[src/rtl/des_decrypt_core_if.sv]
// Request/result bundle between the byte assembler and the DES decrypt core.
// master: drives START/CIPHER/KEY, sees PLAIN/BUSY/DONE; slave is the core.
interface des_decrypt_core_if;
   logic        START;
   logic [64:1] CIPHER;
   logic [64:1] KEY;
   logic [64:1] PLAIN;
   logic        BUSY;
   logic        DONE;

   modport master (
      output START, CIPHER, KEY,
      input  PLAIN, BUSY, DONE
   );

   modport slave (
      input  START, CIPHER, KEY,
      output PLAIN, BUSY, DONE
   );
endinterface

[src/rtl/des_decrypt_core.sv]
// Iterative DES decryption, one Feistel round per clock, subkeys K16..K1.
// Ports: CLK, RST (async, active-low), bus (START/CIPHER/KEY in; PLAIN/BUSY/DONE out).
module des_decrypt_core (
   input logic               CLK,
   input logic               RST,
   des_decrypt_core_if.slave bus
);

   typedef enum logic {IDLE, ROUND} state_t;

   localparam int IP_T [64] = '{
      58, 50, 42, 34, 26, 18, 10,  2,
      60, 52, 44, 36, 28, 20, 12,  4,
      62, 54, 46, 38, 30, 22, 14,  6,
      64, 56, 48, 40, 32, 24, 16,  8,
      57, 49, 41, 33, 25, 17,  9,  1,
      59, 51, 43, 35, 27, 19, 11,  3,
      61, 53, 45, 37, 29, 21, 13,  5,
      63, 55, 47, 39, 31, 23, 15,  7
   };

   localparam int FP_T [64] = '{
      40,  8, 48, 16, 56, 24, 64, 32,
      39,  7, 47, 15, 55, 23, 63, 31,
      38,  6, 46, 14, 54, 22, 62, 30,
      37,  5, 45, 13, 53, 21, 61, 29,
      36,  4, 44, 12, 52, 20, 60, 28,
      35,  3, 43, 11, 51, 19, 59, 27,
      34,  2, 42, 10, 50, 18, 58, 26,
      33,  1, 41,  9, 49, 17, 57, 25
   };

   localparam int E_T [48] = '{
      32,  1,  2,  3,  4,  5,
       4,  5,  6,  7,  8,  9,
       8,  9, 10, 11, 12, 13,
      12, 13, 14, 15, 16, 17,
      16, 17, 18, 19, 20, 21,
      20, 21, 22, 23, 24, 25,
      24, 25, 26, 27, 28, 29,
      28, 29, 30, 31, 32,  1
   };

   localparam int P_T [32] = '{
      16,  7, 20, 21, 29, 12, 28, 17,
       1, 15, 23, 26,  5, 18, 31, 10,
       2,  8, 24, 14, 32, 27,  3,  9,
      19, 13, 30,  6, 22, 11,  4, 25
   };

   localparam int PC1_T [56] = '{
      57, 49, 41, 33, 25, 17,  9,
       1, 58, 50, 42, 34, 26, 18,
      10,  2, 59, 51, 43, 35, 27,
      19, 11,  3, 60, 52, 44, 36,
      63, 55, 47, 39, 31, 23, 15,
       7, 62, 54, 46, 38, 30, 22,
      14,  6, 61, 53, 45, 37, 29,
      21, 13,  5, 28, 20, 12,  4
   };

   localparam int PC2_T [48] = '{
      14, 17, 11, 24,  1,  5,
       3, 28, 15,  6, 21, 10,
      23, 19, 12,  4, 26,  8,
      16,  7, 27, 20, 13,  2,
      41, 52, 31, 37, 47, 55,
      30, 40, 51, 45, 33, 48,
      44, 49, 39, 56, 34, 53,
      46, 42, 50, 36, 29, 32
   };

   localparam int SBOX [8][64] = '{
      '{14, 4,13, 1, 2,15,11, 8, 3,10, 6,12, 5, 9, 0, 7,
         0,15, 7, 4,14, 2,13, 1,10, 6,12,11, 9, 5, 3, 8,
         4, 1,14, 8,13, 6, 2,11,15,12, 9, 7, 3,10, 5, 0,
        15,12, 8, 2, 4, 9, 1, 7, 5,11, 3,14,10, 0, 6,13},
      '{15, 1, 8,14, 6,11, 3, 4, 9, 7, 2,13,12, 0, 5,10,
         3,13, 4, 7,15, 2, 8,14,12, 0, 1,10, 6, 9,11, 5,
         0,14, 7,11,10, 4,13, 1, 5, 8,12, 6, 9, 3, 2,15,
        13, 8,10, 1, 3,15, 4, 2,11, 6, 7,12, 0, 5,14, 9},
      '{10, 0, 9,14, 6, 3,15, 5, 1,13,12, 7,11, 4, 2, 8,
        13, 7, 0, 9, 3, 4, 6,10, 2, 8, 5,14,12,11,15, 1,
        13, 6, 4, 9, 8,15, 3, 0,11, 1, 2,12, 5,10,14, 7,
         1,10,13, 0, 6, 9, 8, 7, 4,15,14, 3,11, 5, 2,12},
      '{ 7,13,14, 3, 0, 6, 9,10, 1, 2, 8, 5,11,12, 4,15,
        13, 8,11, 5, 6,15, 0, 3, 4, 7, 2,12, 1,10,14, 9,
        10, 6, 9, 0,12,11, 7,13,15, 1, 3,14, 5, 2, 8, 4,
         3,15, 0, 6,10, 1,13, 8, 9, 4, 5,11,12, 7, 2,14},
      '{ 2,12, 4, 1, 7,10,11, 6, 8, 5, 3,15,13, 0,14, 9,
        14,11, 2,12, 4, 7,13, 1, 5, 0,15,10, 3, 9, 8, 6,
         4, 2, 1,11,10,13, 7, 8,15, 9,12, 5, 6, 3, 0,14,
        11, 8,12, 7, 1,14, 2,13, 6,15, 0, 9,10, 4, 5, 3},
      '{12, 1,10,15, 9, 2, 6, 8, 0,13, 3, 4,14, 7, 5,11,
        10,15, 4, 2, 7,12, 9, 5, 6, 1,13,14, 0,11, 3, 8,
         9,14,15, 5, 2, 8,12, 3, 7, 0, 4,10, 1,13,11, 6,
         4, 3, 2,12, 9, 5,15,10,11,14, 1, 7, 6, 0, 8,13},
      '{ 4,11, 2,14,15, 0, 8,13, 3,12, 9, 7, 5,10, 6, 1,
        13, 0,11, 7, 4, 9, 1,10,14, 3, 5,12, 2,15, 8, 6,
         1, 4,11,13,12, 3, 7,14,10,15, 6, 8, 0, 5, 9, 2,
         6,11,13, 8, 1, 4,10, 7, 9, 5, 0,15,14, 2, 3,12},
      '{13, 2, 8, 4, 6,15,11, 1,10, 9, 3,14, 5, 0,12, 7,
         1,15,13, 8,10, 3, 7, 4,12, 5, 6,11, 0,14, 9, 2,
         7,11, 4, 1, 9,12,14, 2, 0, 6,10,13,15, 3, 5, 8,
         2, 1,14, 7, 4,10, 8,13,15,12, 9, 0, 3, 5, 6,11}
   };

   state_t      state, state_nx;
   logic        load, last;
   logic [32:1] l_q, r_q;
   logic [28:1] c_q, d_q;
   logic [3:0]  cnt_q;
   logic [64:1] plain_q;
   logic        done_q;

   logic [64:1] ip_w;
   logic [56:1] pc1_w;
   logic [56:1] cd_w;
   logic [48:1] key_w;
   logic [48:1] e_w;
   logic [48:1] x_w;
   logic [32:1] s_w;
   logic [32:1] f_w;
   logic [64:1] pre_w;
   logic [64:1] fp_w;
   logic        rot1;
   logic [28:1] c_nx, d_nx;

   // Vectors are [N:1] with DES bit n at index N+1-n, so every table
   // entry t maps directly to source index N_src+1-t.
   for (genvar i = 1; i <= 64; i++) begin : g_ip
      assign ip_w[65-i] = bus.CIPHER[65-IP_T[i-1]];
      assign fp_w[65-i] = pre_w[65-FP_T[i-1]];
   end

   for (genvar i = 1; i <= 56; i++) begin : g_pc1
      assign pc1_w[57-i] = bus.KEY[65-PC1_T[i-1]];
   end

   assign cd_w = {c_q, d_q};

   for (genvar i = 1; i <= 48; i++) begin : g_pc2_e
      assign key_w[49-i] = cd_w[57-PC2_T[i-1]];
      assign e_w[49-i]   = r_q[33-E_T[i-1]];
   end

   assign x_w = e_w ^ key_w;

   // Row is the outer bit pair, column the inner four bits.
   for (genvar j = 0; j < 8; j++) begin : g_sbox
      logic [5:0] chunk;
      logic [5:0] idx;
      assign chunk = x_w[48-6*j -: 6];
      assign idx   = {chunk[5], chunk[0], chunk[4:1]};
      assign s_w[32-4*j -: 4] = 4'(SBOX[j][idx]);
   end

   for (genvar i = 1; i <= 32; i++) begin : g_p
      assign f_w[33-i] = s_w[33-P_T[i-1]];
   end

   // Preoutput swap: R16 is this round's new R, L16 is the current R.
   assign pre_w = {l_q ^ f_w, r_q};

   // Undo the encrypt-side left shifts of rounds 16..1.
   assign rot1 = (cnt_q == 4'd0) || (cnt_q == 4'd7) ||
                 (cnt_q == 4'd14) || (cnt_q == 4'd15);

   always_comb begin
      c_nx = {c_q[2:1], c_q[28:3]};
      d_nx = {d_q[2:1], d_q[28:3]};
      unique case (1'b1)
         rot1: begin
            c_nx = {c_q[1], c_q[28:2]};
            d_nx = {d_q[1], d_q[28:2]};
         end
         default: ;
      endcase
   end

   always_ff @(posedge CLK or negedge RST) begin
      if (!RST) state <= IDLE;
      else      state <= state_nx;
   end

   always_comb begin
      state_nx = state;
      load     = 1'b0;
      last     = 1'b0;
      unique case (state)
         IDLE: begin
            if (bus.START) begin
               load     = 1'b1;
               state_nx = ROUND;
            end
         end
         ROUND: begin
            if (cnt_q == 4'd15) begin
               last     = 1'b1;
               state_nx = IDLE;
            end
         end
         default: state_nx = IDLE;
      endcase
   end

   always_ff @(posedge CLK or negedge RST) begin
      if (!RST) begin
         l_q     <= '0;
         r_q     <= '0;
         c_q     <= '0;
         d_q     <= '0;
         cnt_q   <= '0;
         plain_q <= '0;
         done_q  <= 1'b0;
      end else begin
         done_q <= last;
         if (load) begin
            l_q   <= ip_w[64:33];
            r_q   <= ip_w[32:1];
            c_q   <= pc1_w[56:29];
            d_q   <= pc1_w[28:1];
            cnt_q <= '0;
         end else if (state == ROUND) begin
            l_q   <= r_q;
            r_q   <= l_q ^ f_w;
            c_q   <= c_nx;
            d_q   <= d_nx;
            cnt_q <= cnt_q + 4'd1;
            if (last) plain_q <= fp_w;
         end
      end
   end

   assign bus.PLAIN = plain_q;
   assign bus.BUSY  = (state == ROUND);
   assign bus.DONE  = done_q;

endmodule

[src/flat_wrapper.sv]
// flat-port wrapper written by rule: the top's interface ports become plain ports
module des_decrypt_core_flat 
  (CLK, RST, bus_START, bus_CIPHER, bus_KEY, bus_PLAIN, bus_BUSY, bus_DONE);
  des_decrypt_core_if bus_i ();
  input logic CLK;
  input logic RST;
  input wire logic [$bits(bus_i.START)-1:0] bus_START;
  input wire logic [$bits(bus_i.CIPHER)-1:0] bus_CIPHER;
  input wire logic [$bits(bus_i.KEY)-1:0] bus_KEY;
  output wire logic [$bits(bus_i.PLAIN)-1:0] bus_PLAIN;
  output wire logic [$bits(bus_i.BUSY)-1:0] bus_BUSY;
  output wire logic [$bits(bus_i.DONE)-1:0] bus_DONE;
  assign bus_i.START = bus_START;
  assign bus_i.CIPHER = bus_CIPHER;
  assign bus_i.KEY = bus_KEY;
  assign bus_PLAIN = bus_i.PLAIN;
  assign bus_BUSY = bus_i.BUSY;
  assign bus_DONE = bus_i.DONE;
  des_decrypt_core u_core (.CLK(CLK), .RST(RST), .bus(bus_i));
endmodule
[config.mk]
export PLATFORM = sky130hd
export DESIGN_NAME = des_decrypt_core_flat
export DESIGN_NICKNAME = d
export VERILOG_FILES = /design/src/rtl/des_decrypt_core_if.sv /design/src/rtl/des_decrypt_core.sv /design/src/flat_wrapper.sv
export SDC_FILE = /design/constraint.sdc
export NUM_CORES = 1
export LEC_CHECK = 0
export ABC_AREA = 1
export CAP_MARGIN = 25
export CORE_MARGIN = 2
export CORE_UTILIZATION = 35
export CTS_CLUSTER_SIZE = 30
export DETAILED_ROUTE_END_ITERATION = 8
export SYNTH_ARGS = -nofsm -noshare
export SYNTH_HDL_FRONTEND = slang
export SYNTH_SLANG_ARGS = --single-unit
export TNS_END_PERCENT = 5
[constraint.sdc]
create_clock -name CLK -period 3 [get_ports CLK]
set_input_delay 0.45 -clock CLK [delete_from_list [all_inputs] [get_ports CLK]]
set_output_delay 0.45 -clock CLK [all_outputs]
set_load 0.02 [all_outputs]
# After elaboration in Yosys (flattened, before gate mapping)
# Memories as Yosys holds them, arrays and structs flattened.
# Index checks and enable logic that the tools add are counted.
# word_totals
in_bits	131
out_inout_bits	66
romBits	16384
n_memories	8
wordCells	80
register_bits	190
# op_classes
n_bitwise	12
order_cmp	8
eq_ne	3
n_mux	34
add_sub_neg	1
n_reduce_logical	6
# mem_list
memory	words	word_bits	read_ports	rd_ports_with_merged_regs	write_ports	line	text
(name not given)	64	32	1	0	0	des_decrypt_core.sv:155	assign s_w[32-4*j -: 4] = 4'(SBOX[j][idx]);
(name not given)	64	32	1	0	0	des_decrypt_core.sv:155	
(name not given)	64	32	1	0	0	des_decrypt_core.sv:155	
(name not given)	64	32	1	0	0	des_decrypt_core.sv:155	
(name not given)	64	32	1	0	0	des_decrypt_core.sv:155	
(name not given)	64	32	1	0	0	des_decrypt_core.sv:155	
+2 memories	--	--	--	--	--	--	
# ops
cell	n
28-bit two-way mux	6
32-bit two-way mux	4
4-bit two-way mux	18
7-bit >= comparator, second input constant	8
6-bit inverter with 7-bit output	8
48-bit XOR	1
32-bit XOR	1
4-bit == test, second input constant	2
1-bit two-way mux	5
4-bit by 1-bit adder with 4-bit output, second input constant	1
4-bit by 3-bit == test with 1-bit output, second input constant	1
4-bit logical NOT	1
1-bit logical OR	3
3-bit AND reduction	1
1-bit inverter	2
1-bit one-hot mux with 2 select lines	1
2-bit nonzero test	1

# Longest topological paths before layout
# logic_depth
word_depth	8
mapped_depth	17
ltp_nobuf	17

# Worst setup path after synthesis
# No wires, ideal clock.
# synth_path
path_kind	register to register
start	reg u_core.r_q[29] (netlist bit)
end	reg u_core.plain_q, in the netlist u_core.bus.PLAIN[51]
path_stages_with_launch	18
setup_slack_ns	1.042
setup_ns	0.118
required_ns	2.882
period_less_slack_ns	1.958
arrival_ns	1.840
path_buffers	0
cell_sequence	dfrtp_1 -> inv_1 -> nand2_1 -> nand2_1 -> inv_1 -> ha_1 -> inv_1 -> nand2_1 -> nand2_1 -> nand2_1 -> nand2_1 -> nand2_1 -> nand2_1 -> nand2_1 -> nand2_1 -> nand2_1 -> nand3_1 -> nand2_1
# synth_via
elab_chain_len	6
# synth_lines
item	line	text
from (decl)	des_decrypt_core.sv:110	logic [32:1] l_q, r_q;
from (signal assigned)	des_decrypt_core.sv:220	r_q <= ip_w[32:1];
from (signal assigned)	des_decrypt_core.sv:226	r_q <= l_q ^ f_w;
48-bit XOR	des_decrypt_core.sv:147	assign x_w = e_w ^ key_w;
6-bit inverter with 7-bit output (not written as such)	des_decrypt_core.sv:155	
memory 64 x 32 bit	--	
4-bit two-way mux (not written as such) (2 in series)	des_decrypt_core.sv:155	
32-bit XOR	des_decrypt_core.sv:163	assign pre_w = {l_q ^ f_w, r_q};
to (signal assigned)	des_decrypt_core.sv:230	if (last) plain_q <= fp_w;
to (decl)	des_decrypt_core.sv:113	logic [64:1] plain_q;
# Every way passes these cells. The select of a mux whose other input is x is not followed.
# A chain may end at the register's enable or synchronous reset.

# Worst setup path after layout
# layout_path
start	reg u_core.r_q[29] (netlist bit)
end	reg u_core.r_q[2] (netlist bit)
# layout_via
elab_chain_len	8
# layout_lines
item	line	text
48-bit XOR	des_decrypt_core.sv:147	
6-bit inverter with 7-bit output (not written as such)	des_decrypt_core.sv:155	
memory 64 x 32 bit	--	
4-bit two-way mux (not written as such) (2 in series)	des_decrypt_core.sv:155	
32-bit XOR	des_decrypt_core.sv:226	
32-bit two-way mux	des_decrypt_core.sv:224	end else if (state == ROUND) begin
32-bit two-way mux	des_decrypt_core.sv:218	if (load) begin
# Every way passes these cells. The select of a mux whose other input is x is not followed.

==> summary.txt <==
Synth
  – Unique masters post-synth: 29
  – Syn avg cell area: 6.593 µm²
  – Gate Count Post-Synth: 2107
  – Post-synthesis cell area: 13890 µm²
  – Combinational family with the most area after synthesis: simple AND/OR/NAND/NOR gates
  – Compound-Gate Fraction of Synth Area: 0.1146
  – Nets in the synthesized netlist: 2303
  – Multiplexer share of the synthesized area: 0
  – Post-synthesis async set-or-reset flop share: 1.000
  – Synth Area in Simple Gates: 0.3725
  – Post-synthesis sequential area ratio: 0.3423
  – Post-synthesis share of cell area spent on full adders, half adders and majority gates: 0.05855
  – XOR/XNOR share of the synthesized area: 0.01982
  – EDFF count, synth: 0
  – Most frequently used flop master after synthesis: dfrtp_1
  – Warnings, synthesis: 0
  – Number of flip-flops and latches in the synthesized netlist: 190

Global routing
  – Antenna violations before repair: 0
  – Total global routing track utilization: 0.2520
  – Maximum number of pins on one net before global-route repair: 97
  – Overflow left after global routing: 0
  – Via count of the first global-routing pass: 14.01k
  – Wire length of the first global-routing pass: between 80 and 90 mm

Placed design
  – Weighted congestion reported at the end of routability-driven placement: 0.9270
  – Area after DPL: roughly 16000 µm²
  – PortBufs: 188
  – Final HPWL from detailed placement: 38.87 mm

Worst setup path
  – Data arrival time of the critical path: 2.87 ns
  – Length in cells of the worst reg-to-reg path: 15
  – Worst reg2reg path endpoint: u_core.r_q[2]
  – Top fanout value on the critical path: 8
  – Setup slack on the worst flop-to-flop path: ~0.48 ns
  – Endpoint class of the critical path: register
  – Crit path required time: 3.35 ns
  – Setup Crit Path Kind: register to register
  – Startpoint class of the critical path: register
  – Reg2Reg Launch Point: u_core.r_q[29]

Hold path
  – Classification of the worst-slack hold path: register to register
  – Hold-critical path depth: 2
  – WHS Endpoint: u_core.bus.PLAIN[43]
  – Critical hold path startpoint: u_core.bus.PLAIN[43]

Floorplan
  – Die boundary height: 203.2 µm
  – Io pins: around 200
  – Area enclosed by the die boundary: 41300 µm²
  – Number of standard-cell rows in the floorplan: 72
  – Starting Density: 0.3569
  – DIE WIDTH: 203.2 µm
  – Placeable core region: 38920 µm²

Clock tree
  – Skew-Pair Late Insertion Delay: roughly 0.46 ns
  – Clk buf depth: 2
  – Root Buffer Master: clkbuf_16
  – Clock transition time at the flip-flop clock pins of the worst setup and hold paths: 0.07 ns
  – Maximum level of the CTS H-tree: 4
  – Sink count of the clock tree: 190
  – CTS buffer count: 17
  – PostCTS Resize Cnt: 0
  – TritonCTS clock tree: done

STA
  – Max frequency: 396.4 MHz
  – Unrepaired setup endpoints after global routing: false
  – Hold Worst Slack: 0.4813 ns
  – Relative max-transition margin: 0.3318
  – Slew Viols, Final: 0
  – Transition time of the tightest slew-check pin: 1.002 ns
  – Min Clock Period, post-route: 2.522 ns
  – Final Cycle Share: 0.8408
  – Final Hold Violating Endpoints: 0
  – Clock skew: 0.01039 ns
  – Number of setup violations in the final report: 0
  – TNS Setup: 0 ns

Layout
  – Leading cell types in the layout, fill and taps excluded: 865 x nand2_1, 366 x nand3_1, 232 x inv_1, 189 x dfrtp_1, 187 x clkdlybuf4s50_1
  – Share of layout cells above drive strength 1: 0.03898
  – Layout overhead on the synthesized area: 23.13%
  – Most common library cell in the layout ignoring fill and taps: nand2_1
  – Fin nets: roughly 2.5k
  – Non-Filler Cell Area, Final: 17100 µm²

Detailed routing
  – Average routed wire per standard cell: 18.39 µm
  – Total number of vias: 14.66k
  – Total wirelength of the detailed-routed design: 51.52 mm
  – Total iterations of the first detailed-routing run: 5
  – Residual DRC: 0
  – Number of vias per cell after detailed routing: ~5.2
  – Final antenna-violating net count: 0
  – Iteration-0 DRC Markers: 1159

Run
  – Max Cap Viol: 0

Run status
  – Result of the run: complete, no violations
-- sequential cells by signal (all words and copies together) (netlist names) --
signal / count
u_core.bus.BUSY: 1
u_core.bus.DONE: 1
u_core.bus.PLAIN: 64
u_core.c_q: 28
u_core.cnt_q: 4
u_core.d_q: 28
u_core.l_q: 32
u_core.r_q: 32
-- cell type report --
class | count | area (µm²)
clock buffers | 22 | 494.2
fillers | 4056 | 21810
clock inverters | 10 | 150.1
well taps | 518 | 648.1
flip-flops and latches | 190 | 4756
diodes | 1 | 2.502
inverters | 238 | 895.9
multi-input cells | 1591 | 7864
repair buffers | 232 | 2293
-- synthesized netlist by cell type, types with 3 or more instances --
| cell type | n | area [µm²] |
|---|---|---|
| o21ai_0 | 112 | 560.5 |
| buf_4 | 3 | 22.52 |
| buf_1 | 5 | 18.77 |
| inv_2 | 3 | 11.26 |
| ha_1 | 65 | 813.3 |
| a21oi_1 | 25 | 125.1 |
| inv_1 | 233 | 874.6 |
| o221ai_1 | 68 | 595.6 |
| dfrtp_1 | 190 | 4755 |
| xor2_1 | 5 | 43.79 |
| nor2_1 | 13 | 48.80 |
| buf_2 | 22 | 110.1 |
| clkbuf_1 | 55 | 206.5 |
| xnor2_1 | 19 | 166.4 |
| nand3_1 | 366 | 1832 |
| nand2_1 | 866 | 3251 |
| o211ai_1 | 38 | 285.3 |
-- per-layer routing --
layer | global-route usage | vias to the layer above | wire length (µm)
met5 | 0 | - | 0
met4 | 0.08238 | 0 | 1401
met3 | 0.02764 | 58 | 2175
met2 | 0.4276 | 435 | 24980
met1 | 0.3353 | 6969 | 22970
li1 | - | 7194 | -
-- cells by family after synthesis --
| family | count (synthesis) |
|---|---|
| AND/OR/NAND/NOR | 1251 |
| buffers and inverters | 326 |
| AO/OA/AOI/OAI | 247 |
| flip-flops | 190 |
| adder cells (fa/ha/maj) | 65 |
| XOR/XNOR | 28 |
-- worst max path at each step --
stage / from / endpoint / slack, ns / depth (start not counted)
3_3_place_gp: u_core.r_q[29] / u_core.bus.PLAIN[49] / 0.53 / 15
5_1_grt: u_core.r_q[29] / u_core.bus.PLAIN[51] / 0.30 / 17
4_1_cts: u_core.r_q[29] / u_core.r_q[2] / 0.49 / 15
3_5_place_dp: u_core.r_q[29] / u_core.r_q[2] / 0.51 / 15
6_report: u_core.r_q[29] / u_core.r_q[2] / 0.48 / 15
2_1_floorplan: u_core.r_q[29] / u_core.bus.PLAIN[51] / 1.04 / 17
-- what timing repair did --
| action | in CTS | in global routing |
|---|---|---|
| hold buffers | 1 | 0 |
| hold endpoints to repair | 6 | 0 |
| setup buffers | 0 | 0 |
-- worst max-delay path, stage by stage (launching register included) --
cell and delay (ns):
dfrtp_1 0.42, inv_1 0.18, nand2_1 0.07, nand2_1 0.23
inv_1 0.20, ha_1 0.33, inv_1 0.08, nand2_1 0.15
nand2_1 0.15, nand2_1 0.06, nand3_1 0.06, nand3_1 0.17
nand2_1 0.12, nand2_1 0.07, nand3_1 0.06, nand2_1 0.06
-- stage by stage --
stage          cells    util  worst slack, ns
3_5_place_dp    2767  0.4224           0.5090
2_1_floorplan   2107       -            1.042
3_3_place_gp    2767  0.4224           0.5302
4_1_cts         2800  0.4392           0.4867
6_report        2802  0.4395           0.4776
5_1_grt         2801  0.4394           0.2980
Power is left out: the tool's default activity adds up to more than one toggle a clock period on the data nets, which glitch-free logic cannot reach.
